`config.mk`:
```
export PLATFORM = sky130hd
export DESIGN_NAME = serial_adder_ctrl
export DESIGN_NICKNAME = d
export VERILOG_FILES = /design/src/rtl/serial_adder_ctrl.sv
export SDC_FILE = /design/constraint.sdc
export NUM_CORES = 1
export LEC_CHECK = 0
export CAP_MARGIN = 20
export CORE_UTILIZATION = 54
export DETAILED_ROUTE_END_ITERATION = 7
export GPL_ROUTABILITY_DRIVEN = 1
export PLACE_DENSITY_LB_ADDON = 0.12
export RECOVER_POWER = 50
export SLEW_MARGIN = 10
export SYNTH_ARGS = -nofsm -noshare
export SYNTH_HDL_FRONTEND = slang
export SYNTH_SLANG_ARGS = --single-unit
```
`constraint.sdc`:
```
create_clock -name clk -period 3.63 [get_ports clk]
set_input_delay 0.726 -clock clk [delete_from_list [all_inputs] [get_ports clk]]
set_output_delay 0.726 -clock clk [all_outputs]
set_load 0.01 [all_outputs]
```
`src/rtl/serial_adder_ctrl.sv`:
```
// Bit-serial WIDTH-bit adder: operands in over valid/ready, LSB-first through one 1-bit adder,
// result out over valid/ready after WIDTH cycles. Define SERIAL_ADD_SUB_EN to add the sub port (A-B).

module adder (
   input  logic a,
   input  logic b,
   input  logic cin,
   output logic sum,
   output logic carry
);
   assign sum   = a ^ b ^ cin;
   assign carry = (a & b) | (a & cin) | (b & cin);
endmodule

module serial_adder_ctrl #(
   parameter int WIDTH = 8,
   parameter int CNT_W = 5
) (
   input  logic             clk,
   input  logic             rst,
`ifdef SERIAL_ADD_SUB_EN
   input  logic             sub,
`endif
   input  logic             start_valid,
   output logic             start_ready,
   input  logic [WIDTH-1:0] op_a,
   input  logic [WIDTH-1:0] op_b,
   input  logic             cin_in,
   output logic             res_valid,
   input  logic             res_ready,
   output logic [WIDTH-1:0] sum_out,
   output logic             cout_out,
   output logic             busy
);
   typedef enum logic [1:0] {
      IDLE = 2'd0,
      RUN  = 2'd1,
      DONE = 2'd2
   } state_t;

   state_t           state;
   state_t           state_nxt;
   logic [WIDTH-1:0] sa;
   logic [WIDTH-1:0] sb;
   logic             carry;
   logic [CNT_W-1:0] cnt;
   logic             last_bit;
   logic             add_sum;
   logic             add_carry;
   logic [WIDTH-1:0] b_load;
   logic             c_load;
   logic [WIDTH:0]   sum_ext;

   adder u_adder (
      .a     (sa[0]),
      .b     (sb[0]),
      .cin   (carry),
      .sum   (add_sum),
      .carry (add_carry)
   );

   assign last_bit = (cnt == CNT_W'(WIDTH - 1));
   // Slicing the extended vector keeps the shift legal when WIDTH is 1.
   assign sum_ext  = {add_sum, sum_out};

`ifdef SERIAL_ADD_SUB_EN
   // Subtraction as A + ~B + 1; a final carry of 1 means no borrow.
   assign b_load = sub ? ~op_b : op_b;
   assign c_load = sub ? 1'b1  : cin_in;
`else
   assign b_load = op_b;
   assign c_load = cin_in;
`endif

   always_ff @(posedge clk or posedge rst) begin
      if (rst) state <= IDLE;
      else     state <= state_nxt;
   end

   always_comb begin
      state_nxt = state;
      case (state)
         IDLE:    if (start_valid) state_nxt = RUN;
         RUN:     if (last_bit)    state_nxt = DONE;
         DONE:    if (res_ready)   state_nxt = IDLE;
         default:                  state_nxt = IDLE;
      endcase
   end

   always_comb begin
      start_ready = (state == IDLE);
      res_valid   = (state == DONE);
      busy        = (state == RUN) || (state == DONE);
   end

   always_ff @(posedge clk or posedge rst) begin
      if (rst) begin
         sa       <= '0;
         sb       <= '0;
         carry    <= 1'b0;
         cnt      <= '0;
         sum_out  <= '0;
         cout_out <= 1'b0;
      end else begin
         case (state)
            IDLE: begin
               if (start_valid) begin
                  sa    <= op_a;
                  sb    <= b_load;
                  carry <= c_load;
                  cnt   <= '0;
               end
            end
            RUN: begin
               sa      <= sa >> 1;
               sb      <= sb >> 1;
               sum_out <= sum_ext[WIDTH:1];
               carry   <= add_carry;
               cnt     <= cnt + CNT_W'(1);
               if (last_bit) cout_out <= add_carry;
            end
            default: ;
         endcase
      end
   end
endmodule
```
==> metrics.md, run 1 <==
| Metric | Value |
|---|---|
| Hold WC Path Type | reg2reg |
| GP Congestion | 0.7427 |
| Drt via density | 5.552 |
| Aggregate global routing overflow | 0 |
| Area after DPL | 1888 um^2 |
| Setup bufs post-CTS | 0 |
| Final instance area | 1969 um^2 |
| Flop and latch count out of synthesis | 33 |
| Clk root buf | clkbuf_4 |
| Fin. Hold Viols | 0 |
| Post-layout min period | 2.437 ns |
| Routed WL | 2776 um |
| CP Launch Type | primary input |
| Post-synthesis mux area share | 17.85% |
| Resized Gates After CTS | 0 |
| Proportion of layout cells with a drive suffix above 1 | 11.18% |
| F_max | 410.3 MHz |
| Outcome | finished with violations |
| Dpl hpwl | 1927 um |
| Vias in the first global route | 1061 |
| Largest net degree at the start of global routing | 43 |
| Worst-path clk slew | 0.10 ns |
| First-pass DRT Iterations | 5 |
| Nets@finish | 195 |
| Core ar. | 2734 um^2 |
| Setup-failing EPs final | 0 |
| Initial antenna violation count | 0 |
| CTS Buffer Depth | 2 |
| Post-Syn Nets | 161 |
| Crit Path Category | in2async |
| Worst VDD drop | 0.6248 mV |
| Chip width | 55.56 um |
| Netlist cell types | 29 |
| Post-Synth XOR/XNOR Area | 0% |
| CTS tree | built |
| Commonest non-fill, non-tap cell in the layout | dfrtp_1 |
| Num rows | 19 |
| Lkg Pwr | 0.8758 nW |
| Post-synthesis compound-gate area fraction | 10.58% |
| Iter 0 DRT Violations | 33 |
| Area delta synth->final | 27.14% |
| Initial core utilization | 56.66% |
| Most frequent cells in the layout | dfrtp_1 (33), clkdlybuf4s50_1 (31), nand2_1 (23), o21ai_0 (16), mux2i_1 (15) |
| Ant. Diodes | 0 |
| Final count of pins violating max slew | 34 |
| Ports | 33 |
| Critical path peak fanout | 33 |
| Layout filler cell count | 205 |
| RSZ-0062 raised after global routing | no |
| Clk_skew | 0.005784 ns |
| Die height | 55.56 um |
| Sequential share of the synthesized area | 53.31% |
| Max cap viols | 1 |
| First-pass GRT wire length | 4747 um |
| CTS H-tree depth | 2 |
| Mapped cell area | 1549 um^2 |
| CP Capture Type | asynchronous set/reset pin |
| Failing checks | capacitance limit, slew limit |
| Transition time at the pin with the least slew margin | 1.729 ns |
| Syn. warnings | 0 |
| GRT Overall Usage | 20.13% |
| Latest clock arrival within the worst-skew pair | 0.33 ns |
| TritonCTS buffer count | 5 |
| Setup TNS | 0 ns |
| Mean post-synth cell area | 11.47 um^2 |
| Vias | 1116 |
| Simple-gate portion of the synthesized area | 9.693% |
| Clk sinks | 33 |
| Die footprint | 3087 um^2 |
| DRT antenna net count | 0 |
| Adder-Cell Fraction of Synth Area | 4.523% |
| Synth Instances | 135 |
| Main combinational cell family by area after synthesis | multiplexers |
| Relative slew slack | -15.29% |
| Final period util | 67.14% |
| DRC Markers | 0 |
| PwrDens | 875.5 nW/um^2 |
| Routed WL per cell | 13.81 um |
| Hold-fix buffer count after cts | 0 |
| PortBufs | 32 |
| Critical Path RT | 3.76 ns |
| CP Data Arrival Time | 2.56 ns |
-- where the power goes --
group          switching (mW)  internal (mW)
combinational           0.381          0.405
sequential              0.111          0.542
clock                   0.121          0.164
total                   0.613           1.11
-- critical path, stage by stage --
cell and delay, ns:
dlygate4sd3_1 0.54, inv_1 0.05, clkbuf_1 1.24
-- cells in the mapped netlist --
master	instances	share of area (%)
a211oi_2	1	0.81
o221ai_1	1	0.57
o31ai_1	2	0.97
a22oi_1	2	0.97
fa_1	1	1.3
o21ai_0	16	5.2
nand4bb_1	1	0.73
nor2_1	1	0.24
mux2_2	9	6.5
nor3_1	1	0.32
buf_2	4	1.3
mux2i_2	1	0.89
nand2_1	23	5.6
and2b_1	1	0.48
nand3_1	2	0.65
inv_1	5	1.2
nand3b_1	1	0.48
o32a_1	1	0.65
ha_1	4	3.2
buf_4	1	0.48
buf_6	1	0.73
o21ai_1	1	0.32
dfrtp_1	33	53
clkbuf_2	1	0.32
mux2i_1	15	9.7
nor2b_1	1	0.40
mux2_1	1	0.73
and2_1	2	0.81
o41ai_1	2	1.1
-- routing by layer --
| layer | track usage, % | vias to the layer above | routed length (um) |
|---|---|---|---|
| met4 | 10.00 | 0 | 49 |
| li1 | - | 541 | - |
| met3 | 5.621 | 5 | 132 |
| met2 | 31.84 | 33 | 1377 |
| met1 | 25.48 | 537 | 1216 |
| met5 | 0 | - | 0 |
-- cells by family (layout without fill, tap and decap cells) --
kind of cell | after synthesis | after routing
flip-flops | 33 | 33
AO/OA/AOI/OAI | 26 | 26
adder cells (fa/ha/maj) | 5 | 5
buffers and inverters | 12 | 47
AND/OR/NAND/NOR | 33 | 33
multiplexers | 26 | 26
-- flip-flops by register name (all words and copies together), names as in the netlist --
signal	cells
state	2
sa	8
sum_out	8
cout_out	1
cnt	5
sb	8
carry	1
-- final timing paths --
check	start	to	slack, ns	cells after the start
min in group asynchronous	rst	sa[6]	1.44	3
max in group clk	state[0]	start_ready	1.24	3
min reg2reg	sb[3]	sb[3]	0.49	2
min	sb[3]	sb[3]	0.49	2
max reg2reg	state[1]	cnt[3]	1.36	5
max	rst	sum_out[1]	1.19	3
-- through the flow --
stage	hold slack, ns	util, %	power [mW]	worst slack, ns	instances
after floorplan	0.4496	-	1.207	2.101	135
after global placement	0.4622	69.06	1.413	1.305	193
after detailed placement	0.4720	69.06	1.463	1.231	193
after CTS	0.4962	72.17	1.746	1.225	201
after global routing	0.5169	72.04	1.857	0.8205	201
final	0.4911	72.04	1.724	1.193	201
-- final cells by class --
| class | instances | area (um^2) | area share [%] |
|---|---|---|---|
| Tap cell | 31 | 38.79 | 1.970 |
| Sequential cell | 33 | 825.8 | 41.93 |
| Timing Repair Buffer | 34 | 331.6 | 16.84 |
| Inverter | 5 | 18.77 | 0.9530 |
| Clock inverter | 1 | 30.03 | 1.525 |
| Multi-Input combinational cell | 90 | 669.4 | 33.99 |
| Clock buffer | 7 | 55.05 | 2.795 |
(Power assumes the default switching activity.)
==> run 2, diff against run 1 <==
--- a/config.mk
+++ b/config.mk
@@ -6,7 +6,7 @@
 export NUM_CORES = 1
 export LEC_CHECK = 0
 export CAP_MARGIN = 20
-export CORE_UTILIZATION = 54
+export CORE_UTILIZATION = 45
 export DETAILED_ROUTE_END_ITERATION = 7
 export GPL_ROUTABILITY_DRIVEN = 1
 export PLACE_DENSITY_LB_ADDON = 0.12
==> constraint.sdc (replaced) <==
create_clock -name clk -period 2.2 [get_ports clk]
set_input_delay 0.44 -clock clk [delete_from_list [all_inputs] [get_ports clk]]
set_output_delay 0.44 -clock clk [all_outputs]
set_load 0.01 [all_outputs]
==> run 2 against run 1 <==
The run now ends clean. Die area is 19% higher. Cell count rose by 8.0%. Clock power grew 65%. Non-clock buffer count increased by 3. Total power grew 66%. Largest power group unchanged.
==> metrics.md, run 2 (same netlist as run 1, synthesis figures left out) <==
| Metric | Value |
|---|---|
| Routed wire length on met3 | 157 um |
| Iter 0 DRT Violations | 39 |
| Initial core utilization | 49.13% |
| Routed WL | 2793 um |
| Aggregate global routing overflow | 0 |
| Area delta synth->final | 28.84% |
| Largest registers | sa x8, sb x8, sum_out x8 |
| Hold WC Path Type | reg2reg |
| Routed WL per cell | 12.87 um |
| Transition time at the pin with the least slew margin | 0.8105 ns |
| Placed insts | 209 |
| Largest net degree at the start of global routing | 34 |
| Critical path peak fanout | 3 |
| Most frequent cells in the layout | dfrtp_1 (33), clkdlybuf4s50_1 (31), nand2_1 (23), mux2i_1 (16), o21ai_0 (16) |
| Worst VDD drop | 0.8534 mV |
| CP Launch Type | flip-flop |
| Die height | 60.67 um |
| PwrDens | 1432 nW/um^2 |
| Final cell count without fillers | 217 |
| RSZ-0062 raised after global routing | no |
| Max cap viols | 0 |
| DRC Markers | 0 |
| GRT Overall Usage | 17.76% |
| WL met1 | 1202 um |
| Setup TNS | 0 ns |
| WHS | 0.4885 ns |
| CTS Buffer Depth | 2 |
| Final instance area | 1996 um^2 |
| Clk sinks | 33 |
| Num rows | 20 |
| CP Data Arrival Time | 1.64 ns |
| PortBufs | 32 |
| Critical Path RT | 1.76 ns |
| CTS tree | built |
| Ports | 33 |
| Outcome | complete, no violations |
| CTS H-tree depth | 2 |
| Worst-path clk slew | 0.10 ns |
| Commonest non-fill, non-tap cell in the layout | dfrtp_1 |
| CP Capture Type | primary output |
| Vias | 1121 |
| Met2 Wirelength | 1393 um |
| Core ar. | 3153 um^2 |
| Vias in the first global route | 1118 |
| Dpl hpwl | 1985 um |
| Nets@finish | 198 |
| Lkg Pwr | 0.8891 nW |
| F_max | 480.0 MHz |
| Final Power | 2.857 mW |
| Proportion of layout cells with a drive suffix above 1 | 12.72% |
| DRT antenna net count | 0 |
| Initial antenna violation count | 0 |
| Final period util | 94.70% |
| Die footprint | 3681 um^2 |
| Setup bufs post-CTS | 0 |
| Clk root buf | clkbuf_4 |
| Layout filler cell count | 289 |
| Area after DPL | 1927 um^2 |
| GP Congestion | 0.7708 |
| Highest Signal Layer | met4 |
| Clk_skew | 0.008614 ns |
| Ant. Diodes | 0 |
| Crit Path Category | reg2out |
| Final count of pins violating max slew | 0 |
| First-pass GRT wire length | 4623 um |
| Relative slew slack | 45.97% |
| Setup-failing EPs final | 0 |
| Drt via density | 5.166 |
| First-pass DRT Iterations | 3 |
| Fin. Hold Viols | 0 |
| Post-layout min period | 2.083 ns |
| Hold-fix buffer count after cts | 0 |
| Latest clock arrival within the worst-skew pair | 0.34 ns |
| TritonCTS buffer count | 5 |
| Chip width | 60.67 um |
run 2: changes by cell type in the layout (fill, tap and decap cells not counted), sizes merged:
cell,delta
buf,+2
clkbuf,+1
run 2: metal layers:
metal	vias up	track usage (%)
li1	547	-
met1	543	18.12
met2	25	32.50
met3	6	6.610
met4	0	7.468
met5	-	0
run 2: stage by stage:
stage | setup WS, ns | utilization, %
after detailed placement | 0.3374 | 61.11
after CTS | 0.02722 | 63.81
after global placement | 0.3708 | 61.11
after global routing | 0.04867 | 63.29
after floorplan | 0.7101 | -
final | 0.1166 | 63.29
run 2: power breakdown:
| part | internal (mW) | total (mW) | switching, mW | leakage [nW] |
|---|---|---|---|---|
| combinational | 0.681 | 1.31 | 0.631 | 0.431 |
| clock | 0.271 | 0.473 | 0.202 | 0.0455 |
| sequential | 0.894 | 1.07 | 0.178 | 0.413 |
run 2: path summary, 6_finish.rpt:
kind	slack (ns)	start	cells after the start	to
setup / recovery	0.12	state[1]	3	busy
hold / removal	0.49	sb[3]	2	sb[3]
setup reg to reg	0.28	state[1]	5	sb[5]
hold reg to reg	0.49	sb[3]	2	sb[3]
max in group asynchronous	0.92	rst	3	sb[2]
min in group asynchronous	0.77	rst	3	sum_out[7]
run 2: layout make-up:
cell class	instances	area [um^2]	share of cell area, %
Sequential cell	33	825.8	41.38
Multi-Input combinational cell	90	659.4	33.04
Timing Repair Buffer	37	351.6	17.62
Clock buffer	7	55.05	2.759
Tap cell	44	55.05	2.759
Clock inverter	1	30.03	1.505
Inverter	5	18.77	0.9404
run 2: worst max-delay path, cell delays in order, from the launching register on:
cell and delay (ns):
dfrtp_1 0.39, inv_1 0.08, ha_2 0.31, clkdlybuf4s50_1 0.52
run 2: repair_timing:
action                                 4_1_cts  5_1_grt
gates resized for setup                      0        1
setup endpoints to repair                    0        1
endpoints found under the hold margin        0        0
==> patch (config.mk and constraints of run 1) <==
The 3 states of `state_t` get a one-hot encoding in 3 bits.
--- a/src/rtl/serial_adder_ctrl.sv
+++ b/src/rtl/serial_adder_ctrl.sv
@@ -32,10 +32,10 @@
    output logic             cout_out,
    output logic             busy
 );
-   typedef enum logic [1:0] {
-      IDLE = 2'd0,
-      RUN  = 2'd1,
-      DONE = 2'd2
+   typedef enum logic [2:0] {
+      IDLE = 3'b001,
+      RUN  = 3'b010,
+      DONE = 3'b100
    } state_t;
 
    state_t           state;
Formal check against the unedited RTL: same outputs for any inputs over 10 cycles, from zero or initial values and one cycle with rst high; not proved beyond that.
==> patch against run 1 <==
Sequential cell count rose by 1. Non-clock buffer count up 1. Total power fell by 22%. Worst setup slack lost 430 ps. Synthesized area is 1.9% higher. Routed wire length rose by 9.7%. Design area fell by 1.2%. Die area is 1.9% higher. Largest cell class unchanged. Largest power group is now sequential cells.
==> patch: results <==
<?xml version="1.0" encoding="UTF-8"?>
<metrics>
  <group name="status">
    <metric name="outcome" unit="">complete, no violations</metric>
  </group>
  <group name="detailed_routing">
    <metric name="met2_wirelength" unit="mm">1.463</metric>
    <metric name="drt-met1-wl" unit="mm">1.405</metric>
    <metric name="drt_wl_total" unit="mm">3.045</metric>
    <metric name="detail_route.vias_per_cell" unit="">5.843</metric>
    <metric name="route.met3.wl" unit="um">137</metric>
    <metric name="drt-initial-drc-count" unit="">55</metric>
    <metric name="routed_wire_length_per_instance" unit="um">14.03</metric>
  </group>
  <group name="global_routing">
    <metric name="pin_count_of_the_biggest_net_entering_global_routing" unit="">32</metric>
    <metric name="global_route.usage.met2" unit="%">34.01</metric>
    <metric name="globalRouteMet3Util" unit="%">5.349</metric>
    <metric name="grt_pass1_wl" unit="mm">5.030</metric>
    <metric name="grt.met1_usage" unit="%">26.30</metric>
  </group>
  <group name="cells_and_area">
    <metric name="nNetsFinal" unit="">209</metric>
    <metric name="layout-drive-gt1-share" unit="%">9.140</metric>
    <metric name="layout.filler_cells" unit="">225</metric>
  </group>
  <group name="placement">
    <metric name="post-place-ws" unit="ps">1186</metric>
    <metric name="weighted_congestion_at_the_end_of_routability_driven_global_placement" unit="">0.7868</metric>
    <metric name="placedInstanceArea" unit="um2">1871</metric>
  </group>
  <group name="setup_path">
    <metric name="worst_path_maximum_fanout" unit="">31</metric>
  </group>
  <group name="timing">
    <metric name="finClkSkew" unit="ps">8.971</metric>
    <metric name="tightest_slew" unit="ps">1066</metric>
  </group>
  <group name="logic_synthesis">
    <metric name="synthDistinctLibCells" unit="">33</metric>
    <metric name="yosys-top-cells-area" unit="">sky130_fd_sc_hd__dfrtp_1 (52%), sky130_fd_sc_hd__nand2_1 (7.1%), sky130_fd_sc_hd__o22ai_1 (5.9%)</metric>
  </group>
  <group name="power_and_ir_drop">
    <metric name="share_clk_of_total_power" unit="%">20.8</metric>
    <metric name="power_sequential" unit="mW">0.614</metric>
  </group>
</metrics>
-- patch: cell types whose count changed in the layout (fill, tap and decap cells not counted), moves of 9 or more --
cell / before / now
sky130_fd_sc_hd__mux2_2: 9 / 0
sky130_fd_sc_hd__nor2_1: 1 / 16
sky130_fd_sc_hd__o22ai_1: 0 / 15
sky130_fd_sc_hd__o21ai_0: 16 / 1
sky130_fd_sc_hd__nor3_1: 1 / 16
sky130_fd_sc_hd__mux2i_1: 15 / 1
-- patch: worst max-delay path, cell delays in order, from the launching register on --
cell	delay (ps)
sky130_fd_sc_hd__dfstp_1	700
sky130_fd_sc_hd__nor3b_4	70
sky130_fd_sc_hd__buf_4	240
sky130_fd_sc_hd__or2_2	320
sky130_fd_sc_hd__clkdlybuf4s50_1	470
-- patch: area by class of cell --
| cell class | instances | area [um2] | share of cell area [%] |
|---|---|---|---|
| flip-flops and latches | 34 | 852.1 | 43.79 |
| multi-input cells | 108 | 626.9 | 32.22 |
| repair buffers | 35 | 339.1 | 17.43 |
| clock buffers | 6 | 51.30 | 2.637 |
| well taps | 31 | 38.79 | 1.994 |
| clock inverters | 1 | 30.03 | 1.543 |
| inverters | 2 | 7.507 | 0.3859 |
-- patch: cell families after synthesis --
group	after synthesis	share of synthesized area, %
adders and majority gates	2	2.060
AOI/OAI and AO/OA	25	10.38
DFF	34	53.96
muxes	2	1.585
buffers and inverters	14	6.576
and+or+nand+nor	79	25.44
-- patch: final timing paths --
path,start,endpoint,slack (ps),cells after the start
min reg2reg,sum_out[0],sum_out[0],490,2
min in group asynchronous,rst,cnt[0],940,2
max reg2reg,state[0],cnt[2],1490,3
max,state[0],busy,770,4
max in group asynchronous,rst,sb[7],1510,3
min,sum_out[0],sum_out[0],490,2
